==> src/rtl/jb_hs_pkg.sv <==
// jb_hs_pkg
//   Shared constants and types for the Jailbreak high-score RAM port arbiter.
//   - HS1_* / HS2_* : the two game RAM windows that back the high-score table.
//   - HS_BYTES      : total number of high-score bytes (index 0x00..0x52).
//   - hs_req_t      : one requester's command (index, write byte, direction).
//   - hs_rsp_tag_t  : per-access tag carried down the read-response pipeline.
package jb_hs_pkg;

   localparam logic [11:0] HS1_BASE = 12'h620;
   localparam logic [6:0]  HS1_LEN  = 7'h50;
   localparam logic [11:0] HS2_BASE = 12'h57E;
   localparam logic [6:0]  HS2_LEN  = 7'h03;
   localparam logic [6:0]  HS_BYTES = 7'd83;

   typedef struct packed {
      logic [6:0] index;
      logic [7:0] wdata;
      logic       is_write;
   } hs_req_t;

   typedef struct packed {
      logic valid;   // an accepted read occupies this slot
      logic id;      // requester that issued the read
      logic miss;    // index fell outside both windows
   } hs_rsp_tag_t;

endpackage

==> src/rtl/jb_hs_window_map.sv <==
// jb_hs_window_map
//   Combinational mapping of a 7-bit high-score byte index onto the game RAM.
//   Ports:
//     index   in  7  : high-score byte index
//     address out 12 : RAM address (0 when the index misses)
//     hit     out 1  : index lies in one of the two windows
module jb_hs_window_map
   import jb_hs_pkg::*;
(
   input  logic [6:0]  index,
   output logic [11:0] address,
   output logic        hit
);

   logic [6:0] off2;

   always_comb begin
      address = '0;
      off2    = index - HS1_LEN;
      if (index < HS1_LEN) begin
         address = HS1_BASE + {5'd0, index};
      end else if (off2 < HS2_LEN) begin
         address = HS2_BASE + {5'd0, off2};
      end
      hit = (index < HS_BYTES);
   end

endmodule

==> src/rtl/jb_hs_port_arbiter.sv <==
// jb_hs_port_arbiter
//   Shares the single high-score RAM port between requester 0 (bridge
//   save/load stream) and requester 1 (core-side scanner).
//
//   Handshake: req_ready is combinational and one-hot-or-zero; a request is
//   transferred in any cycle where req_valid[i] && req_ready[i]. Responses are
//   one-cycle strobes on rsp_valid[i] and cannot be back-pressured.
//
//   Ports:
//     jb_core_clk, reset_n (sync, active-low)
//     req_valid/req_ready/req_index/req_is_write/req_wdata : per-requester cmd
//     req0_lock        : hold off requester 1 while requester 0 owns the port
//     rsp_valid/rsp_data/rsp_miss : read responses, in request order
//     hs_address/hs_write_enable/hs_access_write/hs_data_in/hs_data_out : RAM
//     hs_dirty, dirty_clear : only when JB_HS_DIRTY_EN is defined
//   Parameter RD_LATENCY (1..2): RAM cycles from registered address to data.
module jb_hs_port_arbiter
   import jb_hs_pkg::*;
#(
   parameter int RD_LATENCY = 1
)
(
   input  logic            jb_core_clk,
   input  logic            reset_n,
   input  logic [1:0]      req_valid,
   output logic [1:0]      req_ready,
   input  logic [1:0][6:0] req_index,
   input  logic [1:0]      req_is_write,
   input  logic [1:0][7:0] req_wdata,
   input  logic            req0_lock,
   output logic [1:0]      rsp_valid,
   output logic [7:0]      rsp_data,
   output logic            rsp_miss,
   output logic [11:0]     hs_address,
   output logic            hs_write_enable,
   output logic            hs_access_write,
   output logic [7:0]      hs_data_in,
   input  logic [7:0]      hs_data_out
`ifdef JB_HS_DIRTY_EN
   ,
   output logic            hs_dirty,
   input  logic            dirty_clear
`endif
);

   logic        last_grant_q;
   logic        lock_active;
   logic        grant0;
   logic        grant1;
   logic        accept;
   hs_req_t     sel_req;
   logic [11:0] sel_addr;
   logic        sel_hit;
   hs_rsp_tag_t tag_q [0:RD_LATENCY];
   hs_rsp_tag_t rsp_tag;

   // Requester 0 wins a tie unless it was granted last; the lock only bites
   // once requester 0 has actually been granted. Grants are masked in reset.
   always_comb begin
      lock_active = req0_lock && !last_grant_q;
      grant0 = reset_n && req_valid[0] &&
               (!req_valid[1] || last_grant_q || lock_active);
      grant1 = reset_n && req_valid[1] && !grant0 && !lock_active;
      accept = grant0 || grant1;
   end

   assign req_ready = {grant1, grant0};

   always_comb begin
      sel_req.index    = req_index[grant1];
      sel_req.wdata    = req_wdata[grant1];
      sel_req.is_write = req_is_write[grant1];
   end

   jb_hs_window_map u_window_map (
      .index   (sel_req.index),
      .address (sel_addr),
      .hit     (sel_hit)
   );

   // RAM command stage plus the response tag shift register. The address is
   // only updated by in-window accesses so a miss leaves the RAM untouched.
   always_ff @(posedge jb_core_clk) begin
      if (!reset_n) begin
         last_grant_q    <= 1'b1;
         hs_address      <= '0;
         hs_write_enable <= 1'b0;
         hs_data_in      <= '0;
         for (int i = 0; i <= RD_LATENCY; i++) begin
            tag_q[i] <= '0;
         end
      end else begin
         hs_write_enable <= accept && sel_req.is_write && sel_hit;
         if (accept && sel_hit) begin
            hs_address <= sel_addr;
         end
         if (accept && sel_hit && sel_req.is_write) begin
            hs_data_in <= sel_req.wdata;
         end
         if (accept) begin
            last_grant_q <= grant1;
         end
         tag_q[0] <= '{valid: accept && !sel_req.is_write,
                       id:    grant1,
                       miss:  !sel_hit};
         for (int i = 1; i <= RD_LATENCY; i++) begin
            tag_q[i] <= tag_q[i-1];
         end
      end
   end

   assign hs_access_write = hs_write_enable;
   assign rsp_tag         = tag_q[RD_LATENCY];

   // The tag reaches the end of the shift register in the same cycle the RAM
   // presents the byte, so read data is passed straight through.
   always_comb begin
      rsp_valid = '0;
      rsp_miss  = 1'b0;
      rsp_data  = '0;
      if (rsp_tag.valid) begin
         rsp_valid[rsp_tag.id] = 1'b1;
         rsp_miss              = rsp_tag.miss;
         rsp_data              = rsp_tag.miss ? 8'h00 : hs_data_out;
      end
   end

`ifdef JB_HS_DIRTY_EN
   // Set has priority over clear so a concurrent scanner write is not lost.
   always_ff @(posedge jb_core_clk) begin
      if (!reset_n) begin
         hs_dirty <= 1'b0;
      end else if (grant1 && sel_req.is_write && sel_hit) begin
         hs_dirty <= 1'b1;
      end else if (dirty_clear) begin
         hs_dirty <= 1'b0;
      end
   end
`endif

endmodule

==> config.mk <==
export PLATFORM = sky130hd
export DESIGN_NAME = jb_hs_port_arbiter
export DESIGN_NICKNAME = d
export VERILOG_FILES = /design/src/rtl/jb_hs_pkg.sv /design/src/rtl/jb_hs_window_map.sv /design/src/rtl/jb_hs_port_arbiter.sv
export SDC_FILE = /design/constraint.sdc
export NUM_CORES = 1
export LEC_CHECK = 0
export ABC_AREA = 1
export CELL_PAD_IN_SITES_DETAIL_PLACEMENT = 0
export CELL_PAD_IN_SITES_GLOBAL_PLACEMENT = 1
export CORE_MARGIN = 2
export CORE_UTILIZATION = 28
export CTS_BUF_LIST = sky130_fd_sc_hd__clkbuf_16
export CTS_CLUSTER_SIZE = 16
export DETAILED_ROUTE_END_ITERATION = 16
export GPL_ROUTABILITY_DRIVEN = 0
export MAX_ROUTING_LAYER = met4
export PLACE_DENSITY = 0.83
export SLEW_MARGIN = 30
export SYNTH_ARGS = -nofsm -noshare
export SYNTH_HDL_FRONTEND = slang
export SYNTH_HIERARCHICAL = 1
export SYNTH_SLANG_ARGS = --single-unit
==> constraint.sdc <==
create_clock -name jb_core_clk -period 3.2 [get_ports jb_core_clk]
set_input_delay 0.48 -clock jb_core_clk [delete_from_list [all_inputs] [get_ports jb_core_clk]]
set_output_delay 0.48 -clock jb_core_clk [all_outputs]
set_load 0.02 [all_outputs]
# Yosys cells after proc, flatten, opt, wreduce, memory -nomap -nowiden
# Memories as Yosys holds them, arrays and structs flattened.
# Cells that the tools add are included.
[word_totals]
regBits = 22
mem_bits_rw = 6
in_bits = 45
out_inout_bits = 35
wordCells = 55
mem_count = 1
[classes]
n_addsub = 3
order_cmp = 6
mux = 18
bitwise_logic = 2
n_reduce_logical = 21
[mem_list]
columns = ["name", "words", "word_bits", "read_ports", "rd_clocked_by_memory_dff", "write_ports", "line_no", "source"]
rows = [
  ["tag_q", 2, 3, 2, 0, 2, "jb_hs_port_arbiter.sv:54", "hs_rsp_tag_t tag_q [0:RD_LATENCY];"],
]
[ops]
columns = ["operator", "n"]
rows = [
  ["$mux W8", 4],
  ["$add A11 B7 Y12 const A", 2],
  ["$mux W12", 2],
  ["$lt A7 B7 Y1 const B", 2],
  ["$mux W7", 2],
  ["$logic_and A1 B1 Y1", 12],
  ["$lt A7 B2 Y1 const B", 1],
  ["$sub A7 B7 Y7 const B", 1],
  ["$logic_not A1 Y1", 6],
  ["$mux W1", 6],
  ["$mux W3", 2],
  ["$lt A1 B2 Y1 const B", 2],
  ["$logic_or A1 B1 Y1", 3],
  ["$mux W2", 1],
  ["$or A1 B1 Y1", 2],
  ["$demux W1 S1", 1],
  ["$ge A1 B1 Y1 const B", 1],
]

# Longest topological paths before layout
[logic_depth]
depth_word = 13
mapped_depth = 21
mapped_depth_nobuf = 18

# Cells and area by module
# Netlist, hierarchy kept.
[modules_own_cells]
columns = ["module", "instances", "cells_each", "area_per_inst_um2", "seq_area_each_um2"]
rows = [
  ["jb_hs_port_arbiter", 1, 216, 1406.3, 560.5],
  ["jb_hs_window_map", 1, 67, 372.9, 0.0],
]

# Worst setup path before layout
# No wires, ideal clock.
[synth_timing]
kind = "input to register"
from = "input reset_n"
to = "register hs_address[10]"
setup_ps = 116
arrival_ps = 2526
required_time_ps = 3084
slack_ps = 558
cell_stages = 19
path_buffers = 5
path_cell_list = "buf_6 -> nand2_1 -> inv_2 -> nand2_4 -> nand2_2 -> buf_6 -> buf_2 -> nand2_1 -> nand2_1 -> inv_1 -> ha_1 -> a21o_1 -> buf_6 -> nand2_1 -> a21boi_4 -> inv_1 -> buf_2 -> nor2_1 -> nor2_1"
[synth_rtl]
columns = ["element", "line_no", "source"]
rows = [
  ["from (decl)", "jb_hs_port_arbiter.sv:24", "input logic reset_n,"],
  ["to (signal assigned)", "jb_hs_port_arbiter.sv:95", "hs_address <= sel_addr;"],
  ["to (decl)", "jb_hs_port_arbiter.sv:34", "output logic [11:0] hs_address,"],
]

==> impl_metrics.yaml <==
route:
  drc_errors: 0
  routed-wl-met2_mm: 1.963
  routed-wl-met3_microns: 311
  wl_mm: 4.515
  post_drt_wl_per_cell_microns: 10.33
  highest_layer: "met4"
  via_count: 1815
  drtPass1Iterations: 4
  wirelength_met1_mm: 2.209
  ant_nets: 0
  routed_via_density: 4.153
  dr.first_iter.drc_count: 43
synthesis:
  ys_top_cells_by_area: "dfxtp_1, nand2_1, nor2_1"
  syn-num-nets: 335
  synth_seq_cells: 28
  syn-mean-instance-area_sq_um: 6.287
  syn_inst: 283
  synth_top_area_share_pct: 31.50
  synth_area_leader_cell: "dfxtp_1"
  synth_fa_ha_area_share_pct: 4.923
  synth_xor_area_share_pct: 0
  synth_mux_area_share_pct: 0
  yosysSeqAreaShare_pct: 31.50
  synth_compound_area_share_pct: 7.032
  ys_types: 29
  synthSimpleGateAreaFrac_pct: 39.87
  yosys_warnings: 6
  syn_area_sq_mm: 0.001779
  synth_top_family_by_area: "simple AND/OR/NAND/NOR gates"
sta:
  fin_crit_sh_pct: 91.28
  hold_viol_final: 0
  layout_min_cycle_time_ns: 2.921
  fin_setup_tns_ns: 0
  grt_setup_unrepaired: "no"
  setup_viol: 0
  drv_slew: 0
  fmax_mhz: 342.4
  fin_skew_ns: 0.001349
clocking:
  clock_latency_ns: 0.26
  cts_inserted_buffers: 3
  htreeDepth: 1
  postCtsSetupBuffers: 0
  clock-sinks: 28
  clkTransAtPathRegs_ns: 0.07
  clockBufferDepth: 2
  cts_root_buf: "clkbuf_16"
  cts_tree: "yes"
global_routing:
  grt_antenna_before_repair: 0
  grt_pass1_vias: 1740
  grt_max_degree: 18
  grt_overflow: 0
  grt.total_usage_pct: 13.71
  grt_pass1_wl_mm: 7.831
worst_hold_path:
  hold_path.class: "flip-flop to flip-flop"
  min-delay-start: "tag_q[0][1]$_SDFF_PN0_"
job:
  max_cap_violations: 0
floorplan:
  start_util_pct: 28.51
  dieArea_sq_mm: 0.007008
  ios: 80
  die_x_microns: 83.72
  core_area_sq_mm: 0.006241
  die_y_microns: 83.72
  row_count: 29
power_and_ir_drop:
  powerDensity_mw_per_mm2: 411.7
  vdd_drop_max_mv: 0.2122
  p_leak_nw: 1.382
  total_power_w: 0.001124
run_status:
  status: "completed"
critical_path:
  startpoint: "req0_lock"
  crit_path_max_fanout: 6
  arrival_ns: 3.08
  start_kind: "input port"
  worstSetupPathType: "input port to flip-flop"
  cp-end-kind: "flip-flop"
  crit-reg2reg-launch: "last_grant_q$_SDFFE_PN1N_"
  cp.required_ns: 3.36
placed_design:
  io_buffers: 79
  dpl_cell_area_sq_mm: 0.002606
  dp_hpwl_mm: 3.443
  dp_cells: 432
cells_and_area:
  final_cell_count_no_fill: 437
  final_common_cell: "nand2_1"
  area_delta_synth_final_pct: 53.38
  nNetsFinal: 413
  n_antenna_cell: 0
  final_cell_mix: "nand2_1, clkdlybuf4s50_1, nor2_1, inv_1, dfxtp_1"
  post-route-util_pct: 43.72
  layout-drive-gt1-share_pct: 10.00
  fillerInstances: 642
  regArea_sq_um: 560.5
  multi_input_area_sq_um: 932.1
  fin_area_sq_mm: 0.002729
-- state kept, by name (all words and copies together) (netlist names) --
signal           flops
hs_access_write      1
hs_address          12
hs_data_in           8
last_grant_q         1
tag_q                6
-- synth_stat cells, drive strengths merged --
library cell / number
clkbuf: 2
buf: 13
inv: 44
o211ai: 1
nor2: 58
nand3: 9
a21o: 1
dfxtp: 28
or2: 2
a21boi: 1
conb: 1
nor3: 1
nand4: 1
a21oi: 4
ha: 7
nand2: 98
o21ai: 12
-- path summary, 6_finish.rpt --
| kind | endpoint | cells after the start | slack [ns] |
|---|---|---|---|
| max | hs_address[6]$_SDFFE_PN0P_ | 16 | 0.28 |
| min | tag_q[0][4]$_SDFF_PN0_ | 2 | 0.41 |
| max reg2reg | hs_address[6]$_SDFFE_PN0P_ | 15 | 0.74 |
| min reg2reg | tag_q[0][4]$_SDFF_PN0_ | 2 | 0.41 |
-- area by class of cell --
type,instances,share of cell area (%)
Multi-Input combinational cell,196,34.16
Clock buffer,3,2.751
Timing Repair Buffer,87,31.18
Sequential cell,28,20.54
Timing Repair inverter,1,0.2751
Clock inverter,1,1.100
Tap cell,77,3.530
Inverter,44,6.465
-- repair_timing --
item | CTS | global route
gates resized for setup | 0 | 4
hold buffers | 0 | 0
setup endpoints to repair | 0 | 7
-- metal layers --
| metal | global-route usage (%) | vias to the layer above |
|---|---|---|
| li1 | - | 982 |
| met1 | 17.51 | 764 |
| met2 | 22.33 | 64 |
| met3 | 3.264 | 5 |
| met4 | 2.639 | 0 |
| met5 | - | - |
-- power breakdown --
| part | switching (W) | internal, W | leakage (nW) |
|---|---|---|---|
| clock | 0.000122 | 0.000249 | 0.0511 |
| sequential | 0.0000153 | 0.000381 | 0.231 |
| combinational | 0.000188 | 0.000168 | 1.10 |
| total | 0.000326 | 0.000798 | 1.38 |
-- critical path, stage by stage --
cell and delay, ns:
clkdlybuf4s50_1 0.56, nor2_1 0.06, nand2_1 0.09, nand2_4 0.08
nand2_2 0.17, buf_4 0.18, nand2_1 0.05, nand2_1 0.08
inv_1 0.10, ha_1 0.21, a21o_1 0.20, nand2_1 0.09
a21boi_4 0.32, clkinvlp_4 0.22, nor2_1 0.12, nor2_1 0.06
-- stage by stage --
stage,worst slack (ns),hold slack (ns)
after floorplan,0.5577,0.3905
after global placement,0.1143,0.3931
after detailed placement,0.006041,0.3961
after CTS,0.3057,0.4140
after global routing,0.02864,0.4506
final,0.2790,0.4132
-- cells by family (layout without fill, tap and decap cells) --
family | Yosys count | count (layout)
buffers and inverters | 59 | 136
adder cells (fa/ha/maj) | 7 | 7
other | 1 | 1
flip-flops | 28 | 28
AO/OA/AOI/OAI | 19 | 19
AND/OR/NAND/NOR | 169 | 169
Note: power is estimated with default switching activity, not from simulation.
